==> config.mk <==
export PLATFORM = sky130hd
export DESIGN_NAME = edge_event_capture
export DESIGN_NICKNAME = d
export VERILOG_FILES = /design/src/rtl/edge_event_capture.sv
export SDC_FILE = /design/constraint.sdc
export NUM_CORES = 1
export LEC_CHECK = 0
export CAP_MARGIN = 25
export CORE_MARGIN = 2
export CORE_UTILIZATION = 31
export DETAILED_ROUTE_END_ITERATION = 10
export PLACE_DENSITY = 0.55
export RECOVER_POWER = 25
export SYNTH_ARGS = -nofsm -noshare
export SYNTH_HDL_FRONTEND = slang
export SYNTH_SLANG_ARGS = --single-unit
==> constraint.sdc <==
create_clock -name smpl_clk -period 2.6 [get_ports smpl_clk]
set_clock_uncertainty 0.1 [all_clocks]
set_input_delay 0.39 -clock smpl_clk [delete_from_list [all_inputs] [get_ports smpl_clk]]
set_output_delay 0.39 -clock smpl_clk [all_outputs]
set_load 0.02 [all_outputs]
==> src/rtl/edge_event_capture.sv <==
// edge_event_capture: multi-channel synchroniser, glitch filter and edge/event
// capture with sticky pending flags, saturating counters and combined irq.
//
// Ports:
//   smpl_clk   sample clock, all state on its rising edge
//   rst        synchronous active-high reset (acts regardless of CE)
//   CE         sample enable for sync chain, filter and edge logic
//   async_sig  NCH asynchronous inputs, bit i = channel i
//   mode       per-channel event select [2i+1:2i]: 00 none 01 rise 10 fall 11 both
//   clr        per-channel clear of event_pend[i] and its counter
//   level      filtered, synchronised level
//   rise/fall  one-cycle pulses on accepted level transitions
//   event_pend sticky flag set on a mode-qualified edge
//   event_cnt  saturating counters, channel i at [CNT_W*i +: CNT_W]
//   irq        OR of all event_pend bits
module edge_event_capture #(
    parameter int NCH         = 8,
    parameter int SYNC_STAGES = 2,
    parameter int FILT_LEN    = 3,
    parameter int CNT_W       = 16
) (
    input  logic                 smpl_clk,
    input  logic                 rst,
    input  logic                 CE,
    input  logic [NCH-1:0]       async_sig,
    input  logic [2*NCH-1:0]     mode,
    input  logic [NCH-1:0]       clr,
    output logic [NCH-1:0]       level,
    output logic [NCH-1:0]       rise,
    output logic [NCH-1:0]       fall,
    output logic [NCH-1:0]       event_pend,
    output logic [NCH*CNT_W-1:0] event_cnt,
    output logic                 irq
);

    localparam int FCW_RAW = $clog2(FILT_LEN + 1);
    localparam int FCW     = (FCW_RAW < 1) ? 1 : FCW_RAW;

    localparam logic [FCW-1:0]   FILT_LAST = FCW'(FILT_LEN - 1);
    localparam logic [CNT_W-1:0] CNT_MAX   = '1;
    localparam logic [CNT_W-1:0] CNT_ONE   = CNT_W'(1);

    logic [SYNC_STAGES-1:0] sync_q [NCH];
    logic [SYNC_STAGES-1:0] sync_d [NCH];
    logic [FCW-1:0]         filt_q [NCH];
    logic [FCW-1:0]         filt_d [NCH];
    logic [CNT_W-1:0]       cnt_q  [NCH];
    logic [CNT_W-1:0]       cnt_d  [NCH];

    logic [NCH-1:0] level_q, level_d;
    logic [NCH-1:0] rise_q, rise_d;
    logic [NCH-1:0] fall_q, fall_d;
    logic [NCH-1:0] pend_q, pend_d;

    // Resynchronised sample seen by the filter (last sync stage).
    logic [NCH-1:0] s;
    logic [NCH-1:0] accept;
    logic [NCH-1:0] qual;

    // Resynchroniser: bit 0 takes the raw input, the top bit feeds the filter.
    always_comb begin
        for (int i = 0; i < NCH; i++) begin
            sync_d[i] = sync_q[i];
            if (CE) begin
                sync_d[i] = {sync_q[i][SYNC_STAGES-2:0], async_sig[i]};
            end
            s[i] = sync_q[i][SYNC_STAGES-1];
        end
    end

    // Glitch filter, edge pulses and event bookkeeping.
    always_comb begin
        for (int i = 0; i < NCH; i++) begin
            filt_d[i]  = filt_q[i];
            level_d[i] = level_q[i];
            accept[i]  = 1'b0;
            rise_d[i]  = 1'b0;
            fall_d[i]  = 1'b0;
            qual[i]    = 1'b0;
            pend_d[i]  = pend_q[i];
            cnt_d[i]   = cnt_q[i];

            if (CE) begin
                if (s[i] == level_q[i]) begin
                    filt_d[i] = '0;
                end else if (filt_q[i] == FILT_LAST) begin
                    // FILT_LEN-th consecutive differing sample.
                    level_d[i] = s[i];
                    filt_d[i]  = '0;
                    accept[i]  = 1'b1;
                end else begin
                    filt_d[i] = filt_q[i] + FCW'(1);
                end
            end

            rise_d[i] = accept[i] & s[i];
            fall_d[i] = accept[i] & ~s[i];
            qual[i]   = (rise_d[i] & mode[2*i]) |
                        (fall_d[i] & mode[2*i+1]);

            // A same-edge event beats clr: the cleared counter restarts at 1.
            if (qual[i]) begin
                pend_d[i] = 1'b1;
                if (clr[i]) begin
                    cnt_d[i] = CNT_ONE;
                end else if (cnt_q[i] != CNT_MAX) begin
                    cnt_d[i] = cnt_q[i] + CNT_ONE;
                end
            end else if (clr[i]) begin
                pend_d[i] = 1'b0;
                cnt_d[i]  = '0;
            end
        end
    end

    always_ff @(posedge smpl_clk) begin
        if (rst) begin
            for (int i = 0; i < NCH; i++) begin
                sync_q[i] <= '0;
                filt_q[i] <= '0;
                cnt_q[i]  <= '0;
            end
            level_q <= '0;
            rise_q  <= '0;
            fall_q  <= '0;
            pend_q  <= '0;
        end else begin
            for (int i = 0; i < NCH; i++) begin
                sync_q[i] <= sync_d[i];
                filt_q[i] <= filt_d[i];
                cnt_q[i]  <= cnt_d[i];
            end
            level_q <= level_d;
            rise_q  <= rise_d;
            fall_q  <= fall_d;
            pend_q  <= pend_d;
        end
    end

    always_comb begin
        event_cnt = '0;
        for (int i = 0; i < NCH; i++) begin
            event_cnt[CNT_W*i +: CNT_W] = cnt_q[i];
        end
    end

    assign level      = level_q;
    assign rise       = rise_q;
    assign fall       = fall_q;
    assign event_pend = pend_q;
    assign irq        = |pend_q;

endmodule

Word-level counts from Yosys, hierarchy flattened
Memories as Yosys holds them, arrays and structs flattened.
Index checks and enable logic that the tools add are counted.
{ "op_classes": {"n_addsub": 16, "n_eq_ne": 24, "muxes": 131, "n_bitwise": 80, "reduce_logical": 17} }
{ "ops": {"columns": ["cell", "count"], "rows": [
  ["two-way mux 16 bit", 40],
  ["adder 16 x 1 -> 16 bit (second input constant)", 8],
  ["inequality test 16 bit (second input constant)", 8],
  ["two-way mux 2 bit", 48],
  ["two-way mux 1 bit", 43],
  ["AND 1 bit", 32],
  ["OR 1 bit", 32],
  ["AND reduction 3 bit", 8],
  ["adder 2 x 1 -> 2 bit (second input constant)", 8],
  ["equality test 2 bit (second input constant)", 8],
  ["inverter 1 bit", 16],
  ["nonzero test 2 bit", 8],
  ["equality test 1 bit", 8],
  ["OR reduction 8 bit", 1]
]} }
{ "totals": {"reg_bits": 32, "ramBits": 160, "input_bits": 35, "output_inout_bits": 161, "mem_count": 3} }
{ "mem_list": {"columns": ["name", "words", "word_bits", "read_ports", "rd_clocked_by_memory_dff", "write_ports", "line_no", "text"], "rows": [
  ["cnt_q", 8, 16, 8, 0, 8, "47", "logic [CNT_W-1:0] cnt_q [NCH];"],
  ["filt_q", 8, 2, 8, 0, 8, "45", "logic [FCW-1:0] filt_q [NCH];"],
  ["sync_q", 8, 2, 8, 0, 8, "43", "logic [SYNC_STAGES-1:0] sync_q [NCH];"]
]} }

Longest topological paths before layout
Gate-level depths: netlist of the first run.
{ "depth": {"ltp_word": 9, "mapped_depth": 8} }

Least setup slack after synthesis of the first run
Ideal clock, no wire load.
{ "synth_timing": {"path_type": "reg-to-reg", "start": "mem cnt_q[4][0], in the netlist cnt_q[1][0]", "end": "mem cnt_q[4][2], in the netlist cnt_q[1][2]", "setup_time_ns": 0.091, "t_arrival_ns": 1.922, "slack_ns": 0.487, "path_stages_with_launch": 8, "n_path_buf": 1, "cell_sequence": "dfxtp_1 -> ha_1 -> nand3_1 -> or4_1 -> buf_2 -> nand2_1 -> inv_1 -> a311oi_1"} }
{ "synth_lines": {"columns": ["item", "line_no"], "rows": [
  ["start: declaration", "47"]
]} }

Worst setup path after layout of the first run
{ "layout_timing": {"start": "reg pend_q[7], in the netlist event_pend[7]", "end": "out irq"} }
{ "layout_via": {"elab_chain_cells": 1} }
{ "layout_rtl": {"columns": ["item", "line_no", "text"], "rows": [
  ["start: declaration", "53", "logic [NCH-1:0] pend_q, pend_d;"],
  ["start signal: assignment", "136", "pend_q <= pend_d;"],
  ["OR reduction 8 bit", "151", "assign irq = |pend_q;"],
  ["end: declaration", "33", "output logic irq"]
]} }
Every way passes these cells.

==> results of run 1 <==
## per-layer routing
layer / GRT usage [%] / up-vias
met5: 0 / -
li1: - / 4176
met3: 3.41 / 18
met4: 3.99 / 0
met1: 22.2 / 3873
met2: 26.0 / 169
## cell usage after synthesis, types with 6 or more instances
master    number
nand3_1       52
buf_2         11
a31oi_1        9
and2_1         7
nor4_1        18
or2_2         13
xor2_1        16
nand4_1       32
inv_1         28
nor2_1       128
ha_1           8
nor3_1        41
a311oi_1       7
a21oi_1       68
o21ai_0       29
mux2i_1       34
nand2_1       74
and4_1        19
a21o_1         7
nand2b_1      20
or3_1          6
xnor2_1       54
a211oi_1      23
and3_1        13
clkbuf_1      32
dfxtp_1      192
nand3b_1      29
## logic make-up after synthesis
logic type | Yosys count
DFF | 192
xor gates and xnor gates | 71
muxes | 35
buffers and inverters | 77
adders and majority gates | 8
AOI/OAI and AO/OA | 182
and+or+nand+nor | 485
## report_power, final
| group | internal [mW] | switching [mW] | leakage [nW] |
|---|---|---|---|
| clock | 1.60 | 1.29 | 0.316 |
| sequential | 2.95 | 0.0133 | 1.55 |
| combinational | 0.0865 | 0.107 | 2.03 |
## worst paths after layout
check,startpoint,slack (ps),end,cells past startpoint
worst max-delay path,event_pend[7],190,irq,3
worst min-delay path,CE,330,filt_q[1][7],3
worst max register to register,cnt_q[1][49],470,cnt_q[1][56],7
worst min register to register,filt_q[1][7],390,filt_q[1][7],2
## critical path, cell delays in order, from the launching register on
cell,delay [ps]
dfxtp_1,380
nor4_1,430
nand2_1,90
clkdlybuf4s50_1,590
## cell type report
type                    instances  area [um2]  share of cell area [%]
repair buffers                223        2160                    17.9
clock inverters                14         215                    1.78
flip-flops and latches        192        3840                    31.8
clock buffers                  18         439                    3.63
inverters                      28         105                   0.869
well taps                     384         480                    3.97
multi-input cells             781        4850                    40.1
## registers in the layout, summed over array words and instances, names as in the netlist
signal and cells:
cnt_q 128, filt_q 16, sync_q 16, fall 8, event_pend 8, rise 8, level 8
## stage by stage
| step | cells | util, % |
|---|---|---|
| 2_1_floorplan | 1050 | - |
| 3_3_place_gp | 1608 | 40.0 |
| 3_5_place_dp | 1608 | 40.0 |
| 4_1_cts | 1640 | 42.3 |
| 5_1_grt | 1640 | 42.3 |
| 6_report | 1640 | 42.3 |
==> impl_metrics.py, run 1 <==
metrics = {
    "routing": {
        "wl_per_cell_um": 14.9,
        "drt_iter0_drc": 401,
        "wl_met3_um": 1190,
        "met1_length_um": 11900,
        "drc": 0,
        "wl_met2_um": 11000,
        "topRoutingLayerUsed": "met4",
        "routed_wl_um": 24400,
        "drt_pass1_iterations": 5,
        "viasPerCell": 5.02,
        "vias": 8236,
        "ant_nets": 0,
    },
    "place": {
        "pre_cts_ws_ps": 270,
        "io_buffer_count": 195,
        "place_congestion": 0.808,
        "dp_hpwl_um": 17800,
        "place_area_um2": 11500,
    },
    "setup_path": {
        "critPathArrivalTime_ps": 1920,
        "path_class": "register to primary output",
        "cp-start-kind": "register",
        "path_max_fanout": 3,
        "end_kind": "primary output",
        "required_ps": 2110,
    },
    "synthesis": {
        "synth_edf_count": 0,
        "yosysUniqueCellTypes": 65,
        "muxShareOfSynthArea_pct": 3.91,
        "yosys.area.top_type_share_pct": 42.7,
        "syn_area_per_cell_um2": 8.57,
        "synthXorXnorAreaFrac_pct": 6.99,
        "ys_ff_latch": 192,
        "ys_dominant_reg_cell": "dfxtp_1",
        "ys_async_sr_fraction_pct": 0,
        "synthesis.nets": 1093,
        "synth_seq_area_share_pct": 42.7,
        "synthSimpleGateAreaFrac_pct": 28.8,
        "synth_top_family_by_area": "simple AND/OR/NAND/NOR gates",
        "synth_cells": 1050,
        "syn-cell-area_um2": 9000,
        "synth_top_cell_by_area": "dfxtp_1",
        "synth_compound_area_share_pct": 13.1,
        "yosysWarnings": 0,
        "synthAdderAreaFrac_pct": 1.11,
        "synth_area_leaders": "dfxtp_1 (43%), nor2_1 (5.3%), xnor2_1 (5.3%)",
    },
    "power": {
        "power.density_nw_per_um2": 500,
        "ir_drop_uv": 421,
        "p_leak_nw": 3.89,
        "power_mw": 6.04,
    },
    "sta": {
        "timing.hold.ws_ps": 326,
        "report.final.slew_viol_count": 0,
        "finalWorstSetupSlack_ps": 187,
        "rsz0062_at_grt": "no",
        "finalHoldViolations": 0,
        "finalSetupViolCount": 0,
        "min_period_ps": 2410,
        "tightestPinTransition_ps": 1250,
        "fin_setup_tns_ps": 0,
        "slew_headroom_pct": 16.6,
        "finalCritPeriodShare_pct": 92.8,
        "fmax_mhz": 414,
    },
    "grt": {
        "grt_pass1_wl_um": 40500,
        "grt_max_degree": 44,
        "grt.overflow.total": 0,
        "grt_pass1_vias": 7701,
        "grt_usage_pct": 16.2,
        "antenna_found_initial": 0,
    },
    "die": {
        "dieArea_um2": 30400,
        "start_util_pct": 31.4,
        "io_pins": 196,
        "fp.dieW_um": 174,
        "die_h_um": 174,
        "core_um2": 28600,
        "num_rows": 62,
    },
    "cells_and_area": {
        "area.growth.synth_to_final_pct": 34.4,
        "diodes": 0,
        "final_common_cell": "dfxtp_1",
        "drive_gt1_share_pct": 6.93,
        "layout_common_cells": "dfxtp_1 (192), clkdlybuf4s50_1 (185), nor2_1 (128)",
        "stdcell_area_um2": 12100,
        "num-nets-final": 1286,
        "fill_cells": 2850,
    },
    "cts": {
        "clock-sinks": 192,
        "post_cts_buffers": 0,
        "cts_buffers": 17,
        "clock_latency_ps": 430,
        "ctsHoldBuffers": 0,
        "ctsHtreeMaxLevel": 4,
        "post_cts_resized": 0,
        "cts_max_path_buffers": 2,
        "cts_tree": "done",
        "clkTransAtPathRegs_ps": 70,
        "cts_root_buf": "clkbuf_16",
    },
    "job": {
        "maxCapViolations": 0,
    },
    "outcome": {
        "status": "complete, no violations",
    },
    "min_path": {
        "hp-class": "input pin to register",
    },
}
Power figures use the tool's default switching activity.
==> inputs of run 2 (changes only) <==
Settings changed: PLACE_DENSITY 0.55 to default.
==> impl_metrics.py, run 2 (synthesized netlist as in run 1, its figures left out) <==
metrics = {
    "job": {
        "maxCapViolations": 0,
    },
    "sta": {
        "fin_setup_tns_ps": 0,
        "finalHoldViolations": 0,
        "slew_headroom_pct": 42.2,
        "finalCritPeriodShare_pct": 94.7,
        "fmax_mhz": 406,
        "finalSetupViolCount": 0,
        "report.final.slew_viol_count": 0,
        "timing.hold.ws_ps": 221,
        "min_period_ps": 2460,
        "rsz0062_at_grt": "no",
        "tightestPinTransition_ps": 867,
    },
    "grt": {
        "grt_max_degree": 50,
        "antenna_found_initial": 0,
        "grt_pass1_vias": 7556,
        "grt.overflow.total": 0,
        "grt_usage_pct": 15.8,
        "grt_pass1_wl_um": 39500,
    },
    "cells_and_area": {
        "area.growth.synth_to_final_pct": 33.1,
        "top_regs": "cnt_q: 128 flops, filt_q: 16 flops, sync_q: 16 flops",
        "largest_reg_flops": 128,
        "top_register": "cnt_q",
        "multiInputGateArea_um2": 4830,
        "final_common_cell": "dfxtp_1",
        "layout_common_cells": "dfxtp_1 (192), clkdlybuf4s50_1 (184), nor2_1 (128)",
        "fill_cells": 2808,
        "drive_gt1_share_pct": 5.89,
        "seq_area_um2": 3840,
        "num-nets-final": 1286,
    },
    "setup_path": {
        "r2r_cells": 5,
        "crit_path_start": "event_pend[2]",
        "reg2reg_to": "cnt_q[0][63]",
        "r2r_setup_slack_ps": 370,
        "end_kind": "primary output",
        "r2r_start": "sync_q[0][7]",
        "critPathArrivalTime_ps": 1970,
        "cp-start-kind": "register",
        "path_class": "register to primary output",
        "path_max_fanout": 3,
        "cp-endpoint": "irq",
        "required_ps": 2110,
    },
    "routing": {
        "ant_nets": 0,
        "routed_wl_um": 24400,
        "vias": 8221,
        "wl_met2_um": 11100,
        "met1_length_um": 11600,
        "wl_met3_um": 1440,
        "drt_iter0_drc": 490,
        "wl_per_cell_um": 14.8,
        "drc": 0,
        "topRoutingLayerUsed": "met4",
        "drt_pass1_iterations": 5,
        "viasPerCell": 5.01,
    },
    "place": {
        "dp_hpwl_um": 17600,
        "io_buffer_count": 195,
        "place_congestion": 0.832,
    },
    "cts": {
        "ctsHoldBuffers": 0,
        "clkTransAtPathRegs_ps": 70,
        "clock_latency_ps": 430,
        "cts_max_path_buffers": 2,
        "cts_root_buf": "clkbuf_16",
        "cts_buffers": 17,
        "clock-sinks": 192,
        "cts_tree": "done",
        "post_cts_buffers": 0,
        "post_cts_resized": 0,
        "ctsHtreeMaxLevel": 4,
    },
    "die": {
        "io_pins": 196,
        "start_util_pct": 31.4,
        "core_um2": 28600,
        "fp.dieW_um": 174,
        "die_h_um": 174,
        "dieArea_um2": 30400,
        "num_rows": 62,
    },
    "power": {
        "power.density_nw_per_um2": 484,
        "p_leak_nw": 3.83,
        "ir_drop_uv": 351,
    },
    "outcome": {
        "status": "complete, no violations",
    },
    "min_path": {
        "hp-class": "input pin to register",
    },
}
-- run 2: changes by cell type in the layout (fill, tap and decap cells not counted), moves of 2 or more --
cell       delta
buf_4         -8
bufinv_16     -2
clkbuf_1     +11
clkinv_4      +3
clkinv_8      -2
-- run 2: power by group --
| part | leakage (nW) | switching (mW) | internal, mW | total (mW) |
|---|---|---|---|---|
| clock network | 0.281 | 1.27 | 1.36 | 2.64 |
| logic | 2.00 | 0.107 | 0.0854 | 0.193 |
| registers | 1.55 | 0.0131 | 2.95 | 2.96 |
-- run 2: layout make-up --
class / instances / area share (%)
Clock inverter: 13 / 1.21
Tap cell: 384 / 4.01
Sequential cell: 192 / 32.1
Clock buffer: 19 / 3.61
Multi-Input combinational cell: 781 / 40.4
Timing Repair Buffer: 223 / 17.8
Inverter: 28 / 0.878
Antenna cell: 1 / 0.0209
-- run 2: worst min path at each step --
stage / from / end / slack [ps] / depth (start not counted)
floorplan: filt_q[1][7] / filt_q[1][7] / 350 / 2
global placement: filt_q[0][7] / filt_q[0][7] / 370 / 2
detailed placement: filt_q[1][7] / filt_q[1][7] / 370 / 2
CTS: rst / sync_q[1][4] / 200 / 2
global route: rst / sync_q[1][4] / 210 / 2
finish: rst / sync_q[1][4] / 220 / 2
-- run 2: metrics by stage --
step,util [%],power (mW),worst slack [ps],std cells,cell area (um2)
after global placement,40.0,3.23,282,1608,11500
after floorplan,-,3.13,487,1050,9000
final,41.8,5.80,137,1641,12000
after detailed placement,40.0,3.23,260,1608,11500
after global routing,41.8,6.01,8.84,1640,12000
after CTS,42.0,5.89,79.1,1640,12000
-- run 2: worst max-delay path, stage by stage (launching register included) --
cell             delay, ps
dfxtp_1                370
nor4_1                 500
nand2_1                 90
clkdlybuf4s50_1        590
-- run 2: metal layers --
metal / up-vias / track usage [%]
met5: - / 0
li1: 4171 / -
met4: 0 / 3.92
met1: 3846 / 21.5
met2: 189 / 25.1
met3: 15 / 3.74
==> inputs of run 3 (changes only) <==
Settings changed: CTS_CLUSTER_DIAMETER from default to 30, SLEW_MARGIN from default to 20.
==> results of run 3 <==
The final DEF is identical to that of run 2; final timing and power are the same.
